$ cat config.mk
export PLATFORM = sky130hd
export DESIGN_NAME = store_unit
export DESIGN_NICKNAME = d
export VERILOG_FILES = /design/src/rtl/store_unit.sv
export SDC_FILE = /design/constraint.sdc
export NUM_CORES = 1
export LEC_CHECK = 0
export ABC_CLOCK_PERIOD_IN_PS = 2600
export CAP_MARGIN = 15
export CELL_PAD_IN_SITES_DETAIL_PLACEMENT = 0
export CELL_PAD_IN_SITES_GLOBAL_PLACEMENT = 2
export CORE_MARGIN = 4
export CORE_UTILIZATION = 23
export DETAILED_ROUTE_END_ITERATION = 8
export MAX_ROUTING_LAYER = met4
export PLACE_DENSITY = 0.76
export SETUP_SLACK_MARGIN = 0.4
export SLEW_MARGIN = 20
export SYNTH_ARGS = -nofsm -noshare
export SYNTH_HDL_FRONTEND = slang
export SYNTH_SLANG_ARGS = --single-unit
export TNS_END_PERCENT = 30
$ cat constraint.sdc
create_clock -name clk -period 2.6 [get_ports clk]
set_clock_uncertainty 0.2 [all_clocks]
set_input_delay 0.26 -clock clk [delete_from_list [all_inputs] [get_ports clk]]
set_output_delay 0.26 -clock clk [all_outputs]
set_load 0.02 [all_outputs]
$ cat src/rtl/store_unit.sv
// store_unit: memory-write path of the CPU.
// Accepts one SB/SH/SW store per handshake, rejects misaligned or illegal
// requests, and writes a word-wide data memory with no byte enables.
// Sub-word stores are done as read-modify-write: read the word, merge the
// byte/halfword in little-endian order, then write the whole word back.
// ADDR_W is expected to be at most 29 so the word address fits in req_addr.
module store_unit #(
  parameter int ADDR_W  = 14,
  parameter int MEM_LAT = 1
) (
  input  logic              clk,
  input  logic              rstn,
  input  logic              req_valid,
  output logic              req_ready,
  input  logic [31:0]       req_addr,
  input  logic [31:0]       req_wdata,
  input  logic [2:0]        req_funct3,
  output logic              done,
  output logic              misalign,
  output logic [ADDR_W-1:0] mem_addr,
  output logic              mem_rd_en,
  input  logic [31:0]       mem_rdata,
  output logic              mem_we,
  output logic [31:0]       mem_wdata
);

  localparam int CNT_W = $clog2(MEM_LAT + 1);

  localparam logic [2:0] F_SB = 3'b000;
  localparam logic [2:0] F_SH = 3'b001;
  localparam logic [2:0] F_SW = 3'b010;

  typedef enum logic [2:0] {
    S_IDLE,
    S_READ,
    S_WAIT,
    S_WRITE,
    S_ERR
  } state_t;

  state_t             r_state;
  logic [ADDR_W+1:0]  r_addr;     // captured byte address (word address + lane)
  logic [15:0]        r_wdata;    // only the low halfword is ever merged
  logic               r_is_half;  // 1 = SH, 0 = SB (SW never reaches the merge)
  logic [31:0]        r_merge;    // word presented on mem_wdata
  logic [CNT_W-1:0]   r_cnt;      // remaining read-latency cycles
  logic               r_ready;
  logic               r_done;
  logic               r_misalign;
  logic               r_rd_en;
  logic               r_we;

  logic               w_illegal;
  logic [31:0]        w_merged;
  logic               w_unused_addr;

  // Address bits above the memory's reach are deliberately dropped.
  assign w_unused_addr = ^req_addr[31:ADDR_W+2];

  // Decide whether an incoming request must be rejected.
  always_comb begin
    w_illegal = 1'b1;
    case (req_funct3)
      F_SB:    w_illegal = 1'b0;
      F_SH:    w_illegal = req_addr[0];
      F_SW:    w_illegal = |req_addr[1:0];
      default: w_illegal = 1'b1;
    endcase
  end

  // Overlay the captured byte/halfword onto the word returned by memory.
  always_comb begin
    w_merged = mem_rdata;
    if (r_is_half) begin
      w_merged[{r_addr[1], 4'b0000} +: 16] = r_wdata;
    end else begin
      w_merged[{r_addr[1:0], 3'b000} +: 8] = r_wdata[7:0];
    end
  end

  // Store FSM with registered strobes; pulses default low every cycle.
  always_ff @(posedge clk or negedge rstn) begin
    if (!rstn) begin
      r_state    <= S_IDLE;
      r_addr     <= '0;
      r_wdata    <= '0;
      r_is_half  <= 1'b0;
      r_merge    <= '0;
      r_cnt      <= '0;
      r_ready    <= 1'b1;
      r_done     <= 1'b0;
      r_misalign <= 1'b0;
      r_rd_en    <= 1'b0;
      r_we       <= 1'b0;
    end else begin
      r_done     <= 1'b0;
      r_misalign <= 1'b0;
      r_rd_en    <= 1'b0;
      r_we       <= 1'b0;
      case (r_state)
        S_IDLE: begin
          if (req_valid) begin
            r_addr    <= req_addr[ADDR_W+1:0];
            r_wdata   <= req_wdata[15:0];
            r_is_half <= (req_funct3 == F_SH);
            r_ready   <= 1'b0;
            if (w_illegal) begin
              r_state    <= S_ERR;
              r_misalign <= 1'b1;
            end else if (req_funct3 == F_SW) begin
              // Full word: nothing to merge, write straight away.
              r_merge <= req_wdata;
              r_state <= S_WRITE;
              r_we    <= 1'b1;
              r_done  <= 1'b1;
            end else begin
              r_state <= S_READ;
              r_rd_en <= 1'b1;
            end
          end
        end
        S_READ: begin
          r_cnt   <= CNT_W'(MEM_LAT);
          r_state <= S_WAIT;
        end
        S_WAIT: begin
          r_cnt <= r_cnt - CNT_W'(1);
          if (r_cnt == CNT_W'(1)) begin
            // Read data is valid exactly in the last wait cycle.
            r_merge <= w_merged;
            r_state <= S_WRITE;
            r_we    <= 1'b1;
            r_done  <= 1'b1;
          end
        end
        S_WRITE: begin
          r_state <= S_IDLE;
          r_ready <= 1'b1;
        end
        S_ERR: begin
          r_state <= S_IDLE;
          r_ready <= 1'b1;
        end
        default: begin
          r_state <= S_IDLE;
          r_ready <= 1'b1;
        end
      endcase
    end
  end

  assign req_ready = r_ready;
  assign done      = r_done;
  assign misalign  = r_misalign;
  assign mem_rd_en = r_rd_en;
  assign mem_we    = r_we;
  assign mem_addr  = r_addr[ADDR_W+1:2];
  assign mem_wdata = r_merge;

endmodule

==> Word-level counts from Yosys, hierarchy flattened <==
Index checks and enable logic that the tools add are counted.
{ "op_classes": {"add_sub_neg": 3, "n_eq_ne": 8, "shifts": 4, "n_mux": 29, "bitwise": 1, "reduce_logical": 10} }
{ "op_table": {"columns": ["cell", "n"], "rows": [
  ["2-to-1 mux 32 bit", 5],
  ["bitwise mux 32 bit", 2],
  ["one-hot mux 32 bit (2 select lines)", 1],
  ["variable shift 16 x 7 -> 32 bit, first input constant", 1],
  ["variable shift 8 x 7 -> 32 bit, first input constant", 1],
  ["indexed part select 16 x 7 -> 32 bit", 1],
  ["indexed part select 8 x 7 -> 32 bit", 1],
  ["negation 5 -> 7 bit", 2],
  ["2-to-1 mux 1 bit", 12],
  ["2-to-1 mux 3 bit", 3],
  ["one-hot mux 3 bit (3 select lines)", 1],
  ["inequality test 2 bit, second input constant", 4],
  ["equality test 3 x 1 -> 1 bit, second input constant", 2],
  ["equality test 3 x 2 -> 1 bit, second input constant", 2],
  ["zero test 3 bit", 2],
  ["one-hot mux 1 bit (2 select lines)", 3],
  ["AND reduction 2 bit", 3],
  ["AND reduction 5 bit", 1],
  ["nonzero test 2 bit", 2],
  ["OR reduction 2 bit", 2],
  ["one-hot mux 1 bit (3 select lines)", 1],
  ["2-to-1 mux 2 bit", 1],
  ["NOT 1 bit", 1],
  ["subtractor 1 bit, second input constant", 1]
]} }
{ "word_totals": {"ff_bits": 73, "inputBits": 102, "output_inout_bits": 51} }

==> Longest topological paths before layout <==
Gate-level depths: netlist of the first run.
{ "depth": {"ltp_word": 6, "depth_mapped": 9, "depth_no_buf": 6} }

==> Worst setup path after synthesis of the first run <==
Ideal clock, no wire load.
{ "synth_timing": {"path_kind": "register to register", "startpoint": "register r_addr[1]", "endpoint": "register r_merge[6], in the netlist mem_wdata[6]", "setup_time_ns": 0.082, "arrival_ns": 2.335, "required_ns": 2.318, "slack_ns": -0.016, "stages_incl_launch_ff": 10, "path_buffers": 3, "cell_sequence": "dfrtp_1 -> clkbuf_1 -> buf_2 -> inv_1 -> ha_1 -> nor4bb_1 -> clkbuf_1 -> a221oi_1 -> a211o_1 -> a31oi_1"} }
{ "synth_between": {"elab_chain_cells": 6, "word_cells_on_any_way": 11, "classes_between": "2 x add/sub; 4 x shift; 5 x mux"} }
{ "synth_lines": {"columns": ["item", "line_no", "rtl"], "rows": [
  ["start, declared", "42", "logic [ADDR_W+1:0] r_addr;"],
  ["start signal, assigned", "103", "r_addr <= req_addr[ADDR_W+1:0];"],
  ["negation 5 -> 7 bit, on equally long branches", "75, 77", null],
  ["indexed part select 16 x 7 -> 32 bit (tied with other cells)", "75", "w_merged[{r_addr[1], 4'b0000} +: 16] = r_wdata;"],
  ["bitwise mux 32 bit, on equally long branches", "75, 77", null],
  ["2-to-1 mux 32 bit *", "74", "if (r_is_half) begin"],
  ["2-to-1 mux 32 bit *", "128", "if (r_cnt == CNT_W'(1)) begin"],
  ["one-hot mux 32 bit (2 select lines) *", "100", "case (r_state)"],
  ["end signal, assigned", "112", "r_merge <= req_wdata;"],
  ["end signal, assigned", "130", "r_merge <= w_merged;"],
  ["end, declared", "45", "logic [31:0] r_merge;"]
]} }
Every way passes the cells marked *; elsewhere a longest branch is shown, timed or not. The select of a mux whose other input is x is not followed.
A chain may end at the register's enable or synchronous reset.

==> Worst setup path after layout of the first run <==
{ "layout_timing": {"startpoint": "register r_state[0]", "endpoint": "register r_rd_en, in the netlist mem_rd_en"} }
{ "layout_between": {"elab_chain_cells": 2} }
{ "layout_lines": {"columns": ["item", "line_no", "rtl"], "rows": [
  ["start, declared", "41", "state_t r_state;"],
  ["start signal, assigned", "84", "r_state <= S_IDLE;"],
  ["start signal, assigned", "108", "r_state <= S_ERR;"],
  ["start signal, assigned", "113", "r_state <= S_WRITE;"],
  ["zero test 3 bit", "100", null],
  ["2-to-1 mux 1 bit", "100", null],
  ["end signal, assigned", "93", "r_rd_en <= 1'b0;"],
  ["end signal, assigned", "98", "r_rd_en <= 1'b0;"],
  ["end signal, assigned", "118", "r_rd_en <= 1'b1;"],
  ["end, declared", "50", "logic r_rd_en;"]
]} }
No other way between the ends.

==> results.json, run 1 <==
{
  "layout_common_cells": "clkdlybuf4s50_1 (135), nand2_1 (125), dfrtp_1 (69), nor2_1 (41), a211o_1 (32)",
  "timing.setup.critical_path_class": "flip-flop to flip-flop",
  "drive_above_1_share": 0.0893,
  "routabilityCongestion": 0.782,
  "timing.setup.tns_ns": 0,
  "synth-main-ff-cell": "dfrtp_1",
  "ys_types": 35,
  "critPathMaxFanout": 34,
  "setup_viol": 0,
  "hpwlAfterDp_um": 10200,
  "max_freq_ghz": 0.467,
  "tritoncts_num_sinks": 73,
  "final_core_utilization": 0.352,
  "clk_root_buffer_cell": "clkbuf_16",
  "max_cap_viol_count": 0,
  "worstMarginPinSlew_ns": 0.595,
  "routed-via-count": 3860,
  "status": "finished clean",
  "die-width_um": 142,
  "min_period_over_period": 0.824,
  "areaGrowthSynthToFinish_pct": 48.7,
  "post_synth_instance_area_um2": 4120,
  "layout_setup_ws_ns": 0.458,
  "drcViolationCount": 0,
  "cts.htree.levels": 3,
  "worst-endpoint-arrival_ns": 2.15,
  "chipHeight_um": 142,
  "total_leakage_power_nw": 2.60,
  "ys_ff_latch": 73,
  "asyncSetResetFlopFracSynth": 1.00,
  "antenna_found_initial": 1,
  "core_region_area_um2": 17400,
  "core.rowCount": 48,
  "synth_enable_flop_cells": 0,
  "ir_drop_uv": 442,
  "drt_pass1_iterations": 4,
  "grt_pass1_wl_um": 22300,
  "vias_per_cell": 4.78,
  "cts_inserted_buffers": 9,
  "clock_tree.buffer_depth": 2,
  "number_of_instances_in_the_synthesized_netlist": 460,
  "layout_commonest_cell": "clkdlybuf4s50_1",
  "boundaryPins": 153,
  "tritoncts": "yes",
  "element_type_at_the_critical_path_end": "flip-flop",
  "timing.final.crit_period_ns": 2.14,
  "pd_cells_nw_per_um2": 1290,
  "avgSynthCellArea_um2": 8.97,
  "timing.max_slew.rel_slack": 0.604,
  "critical_path.startpoint_type": "flip-flop",
  "grt_use_total": 0.148,
  "detailedPlace.worstSlack_ns": 0.132,
  "cp_data_required_time_ns": 2.61,
  "path_category_of_the_worst_min_delay_check": "primary input to flip-flop",
  "timing.final.max_slew_violations": 0,
  "dr.first_iter.drc_count": 248,
  "design.die.area_um2": 20100,
  "final_total_power_mw": 7.90,
  "first_global_vias": 4018,
  "design.final.nets": 684,
  "io_buffers": 136,
  "overflow": 0,
  "synth.yosys.warnings": 0,
  "detail-route-antenna-nets": 0,
  "largest_net_degree_at_the_start_of_global_routing": 43,
  "wl_per_cell_um": 18.4,
  "grt_setup_unrepaired": "yes",
  "worstSkewPairLatency_ns": 0.34,
  "wirelength_um": 14800,
  "hold_viol": 0,
  "start_util": 0.237,
  "seq_area_frac_synth": 0.443,
  "synthesis.nets": 567,
  "cts.reportedPaths.clkPinSlew_ns": 0.06
}
cell usage after synthesis (all sizes together) (2+ instances only):
master  count  area, µm²
inv         8       30.0
nor4bb      3       30.0
a21oi       2       10.0
dfrtp      72       1800
nand2     126        473
a31oi      31        194
a221oi     31        272
or4b        2       20.0
nand3       3       15.0
nor2       41        154
and2        2       12.5
buf        29        199
mux2i      31        310
clkbuf     23       86.3
o21ai       4       20.0
o22a        2       17.5
a211o      32        280
ha          5       62.6
registers in the layout, summed over array words and instances (netlist names), 3 cells and up:
register	count
mem_wdata	32
r_addr	16
r_state	3
r_wdata	16
where the power goes:
group	total (mW)	internal [mW]	switching (mW)	leakage, nW
clock network	1.46	0.963	0.499	0.166
registers	2.25	1.70	0.549	0.861
logic	4.19	1.95	2.24	1.57
repair_timing:
action	in CTS	in global routing
hold buffers	1	0
resized for setup	1	7
gates cloned	0	1
setup buffers	0	4
endpoints found under the setup margin	13	33
hold endpoints to repair	40	0
pin swaps	0	1
worst max-delay path, cell delays in order (launching register included):
cell and delay [ns]:
dfrtp_1 0.45, or4b_1 0.63, buf_4 0.30, a2111oi_0 0.43
metal layers:
metal | GRT usage | part of all wire | vias to the layer above
met5 | - | 0 | -
met4 | 0.0545 | 0.013 | 0
met3 | 0.0320 | 0.050 | 12
met2 | 0.227 | 0.48 | 100
met1 | 0.193 | 0.46 | 1880
li1 | - | - | 1868
final timing paths:
path                               from    endpoint  slack, ns  cells after the start
max                          r_state[0]   mem_rd_en       0.46                      3
min                        req_addr[15]  r_addr[15]       0.24                      3
max reg2reg                  r_state[0]   mem_rd_en       0.46                      3
min reg2reg                  r_addr[10]  r_addr[10]       0.27                      2
max in group asynchronous          rstn   r_addr[1]       1.33                      3
min in group asynchronous          rstn   r_addr[5]       0.27                      2
per-stage QoR:
step	hold slack, ns	instances	instance area, µm²
2_1_floorplan	-0.236	460	4170
3_3_place_gp	0.0991	785	5700
3_5_place_dp	0.104	785	5700
4_1_cts	0.221	802	6050
5_1_grt	0.248	808	6130
6_report	0.239	808	6130
cells by family after synthesis:
group,count (synthesis),share of synthesized area
buf+inv,60,0.0765
fa+ha+maj,5,0.0152
compound gates,109,0.209
simple gates,182,0.181
flops,73,0.443
mux,31,0.0752
layout make-up:
class	instances	area, µm²
Inverter	8	32.5
Clock buffer	11	243
Multi-Input combinational cell	327	2020
Sequential cell	73	1830
Clock inverter	5	103
Fill cell	1753	11300
Antenna cell	1	2.50
Tap cell	225	282
Timing Repair Buffer	158	1620
No activity file was read; power rests on OpenSTA's default activity.
==> run 2, diff against run 1 <==
--- a/config.mk
+++ b/config.mk
@@ -5,15 +5,15 @@
 export SDC_FILE = /design/constraint.sdc
 export NUM_CORES = 1
 export LEC_CHECK = 0
-export ABC_CLOCK_PERIOD_IN_PS = 2600
+export ABC_CLOCK_PERIOD_IN_PS = 2050
 export CAP_MARGIN = 15
 export CELL_PAD_IN_SITES_DETAIL_PLACEMENT = 0
 export CELL_PAD_IN_SITES_GLOBAL_PLACEMENT = 2
 export CORE_MARGIN = 4
-export CORE_UTILIZATION = 23
+export CORE_UTILIZATION = 26
 export DETAILED_ROUTE_END_ITERATION = 8
 export MAX_ROUTING_LAYER = met4
-export PLACE_DENSITY = 0.76
+export PLACE_DENSITY = 0.82
 export SETUP_SLACK_MARGIN = 0.4
 export SLEW_MARGIN = 20
 export SYNTH_ARGS = -nofsm -noshare
==> constraint.sdc (replaced) <==
create_clock -name clk -period 2.05 [get_ports clk]
set_clock_uncertainty 0.2 [all_clocks]
set_input_delay 0.205 -clock clk [delete_from_list [all_inputs] [get_ports clk]]
set_output_delay 0.205 -clock clk [all_outputs]
set_load 0.02 [all_outputs]
==> run 2 against run 1 <==
Compared with the run above: highest routed layer unchanged; critical endpoint is now mem_wdata[9]; register-to-register slack got worse by 0.44 ns; core utilization up 7.4 points; flip-flop and latch count unchanged; sequential power is 24% higher; global-route usage increased by 1.7 points; critical path type unchanged; sequential share of layout area down 1.9 points; clock power up 14%; wire length shrank 2.4%; setup slack got worse by 0.44 ns.
==> results.json, run 2 (synthesis results as in run 1) <==
{
  "drcViolationCount": 0,
  "first_global_vias": 4114,
  "routed-via-count": 4044,
  "hold_viol": 0,
  "routabilityCongestion": 0.771,
  "pd_cells_nw_per_um2": 1580,
  "hpwlAfterDp_um": 10000,
  "tritoncts": "yes",
  "ff2ff_path_depth": 6,
  "placed_insts": 782,
  "chipHeight_um": 134,
  "grt_setup_unrepaired": "yes",
  "setup_viol": 0,
  "max_cap_viol_count": 0,
  "status": "finished clean",
  "final_core_utilization": 0.427,
  "largest_net_degree_at_the_start_of_global_routing": 67,
  "wirelength_um": 14500,
  "total_leakage_power_nw": 3.17,
  "clk_root_buffer_cell": "clkbuf_16",
  "final_cells": 809,
  "worst-endpoint-arrival_ns": 2.05,
  "path_category_of_the_worst_min_delay_check": "primary input to asynchronous set/reset pin",
  "core.rowCount": 45,
  "clock_tree.buffer_depth": 2,
  "core_region_area_um2": 15400,
  "start_util": 0.268,
  "design.die.area_um2": 17900,
  "detail-route-antenna-nets": 0,
  "timing.max_slew.rel_slack": 0.648,
  "io_buffers": 136,
  "antenna_found_initial": 2,
  "use_met1": 0.212,
  "design.final.nets": 698,
  "layout_common_cells": "nand2_1 (125), clkdlybuf4s50_1 (84), dfrtp_1 (70), dlymetal6s2s_1 (50), nor2_1 (38)",
  "timing.final.max_slew_violations": 0,
  "vias_per_cell": 5.00,
  "overflow": 0,
  "cts_inserted_buffers": 9,
  "layer_with_the_highest_usage": "met2",
  "fin_worst_hold_slack_ns": 0.169,
  "grt_use_total": 0.165,
  "timing.setup.critical_path_class": "flip-flop to flip-flop",
  "drt_pass1_iterations": 5,
  "die-width_um": 134,
  "ir_drop_uv": 638,
  "tritoncts_num_sinks": 73,
  "setup.reg_to_reg.worst_slack_ns": 0.02,
  "wl_per_cell_um": 17.9,
  "critPathMaxFanout": 9,
  "largest_register_ffs": 32,
  "grtUsageMet3": 0.0510,
  "boundaryPins": 153,
  "final_total_power_mw": 10.3,
  "layout_commonest_cell": "nand2_1",
  "cp_data_required_time_ns": 2.07,
  "grtUsageMet2": 0.240,
  "cts.reportedPaths.clkPinSlew_ns": 0.06,
  "grt_pass1_wl_um": 22400,
  "areaGrowthSynthToFinish_pct": 59.0,
  "min_period_over_period": 0.990,
  "dr.first_iter.drc_count": 230,
  "critical_path.startpoint_type": "flip-flop",
  "element_type_at_the_critical_path_end": "flip-flop",
  "max_freq_ghz": 0.493,
  "worstSkewPairLatency_ns": 0.34,
  "timing.final.crit_period_ns": 2.03,
  "timing.setup.tns_ns": 0,
  "crit-reg2reg-capture": "mem_wdata[9]",
  "cts.htree.levels": 3,
  "worstMarginPinSlew_ns": 0.528,
  "drive_above_1_share": 0.144,
  "worst_r2r_startpoint": "r_state[1]"
}
==> run 2: metal layers <==
layer,wire length (µm),vias to the layer above
li1,-,1902
met1,6350,1933
met2,6400,176
met3,1330,33
met4,383,0
met5,0,-
==> run 2: layout make-up <==
| cell class | count | area [µm²] |
|---|---|---|
| Fill cell | 1492 | 8810 |
| Clock buffer | 12 | 267 |
| Multi-Input combinational cell | 327 | 2170 |
| Inverter | 8 | 35.0 |
| Tap cell | 211 | 264 |
| Antenna cell | 2 | 5.00 |
| Timing Repair Buffer | 172 | 1930 |
| Sequential cell | 73 | 1830 |
| Clock inverter | 4 | 50.0 |
==> run 2: how the worst max path moves through the flow <==
stage / to / slack [ns] / from / depth (start not counted)
CTS: mem_wdata[16] / 0.04 / r_addr[1] / 7
floorplan: mem_wdata[2] / -0.04 / r_addr[1] / 9
global route: mem_wdata[31] / -0.07 / r_addr[1] / 7
detailed placement: mem_wdata[25] / -0.35 / req_funct3[0] / 7
global placement: mem_wdata[20] / -0.33 / req_funct3[0] / 7
finish: mem_wdata[9] / 0.02 / r_state[1] / 6
==> run 2: report_power, final <==
part           internal, mW  switching [mW]
sequential             2.15           0.626
combinational          2.81            3.09
clock                  1.04           0.627
==> run 2: through the flow <==
step	worst slack [ns]	area (µm²)
6_report	0.0202	6560
5_1_grt	-0.0661	6560
3_3_place_gp	-0.332	5780
4_1_cts	0.0420	6220
3_5_place_dp	-0.347	5780
2_1_floorplan	-0.0442	4200
==> run 2: what timing repair did <==
action,in CTS,in global routing
buffers inserted,4,1
resized for setup,17,75
endpoints found under the setup margin,118,119
pin swaps,20,13
endpoints found under the hold margin,36,0
hold buffers,1,0
cloned,1,2
==> run 2: worst max-delay path, stage by stage, from the launching register on <==
cell     delay (ns)
dfrtp_1        0.38
or4b_4         0.57
o31ai_4        0.23
buf_12         0.20
buf_12         0.12
buf_16         0.12
a31oi_4        0.08
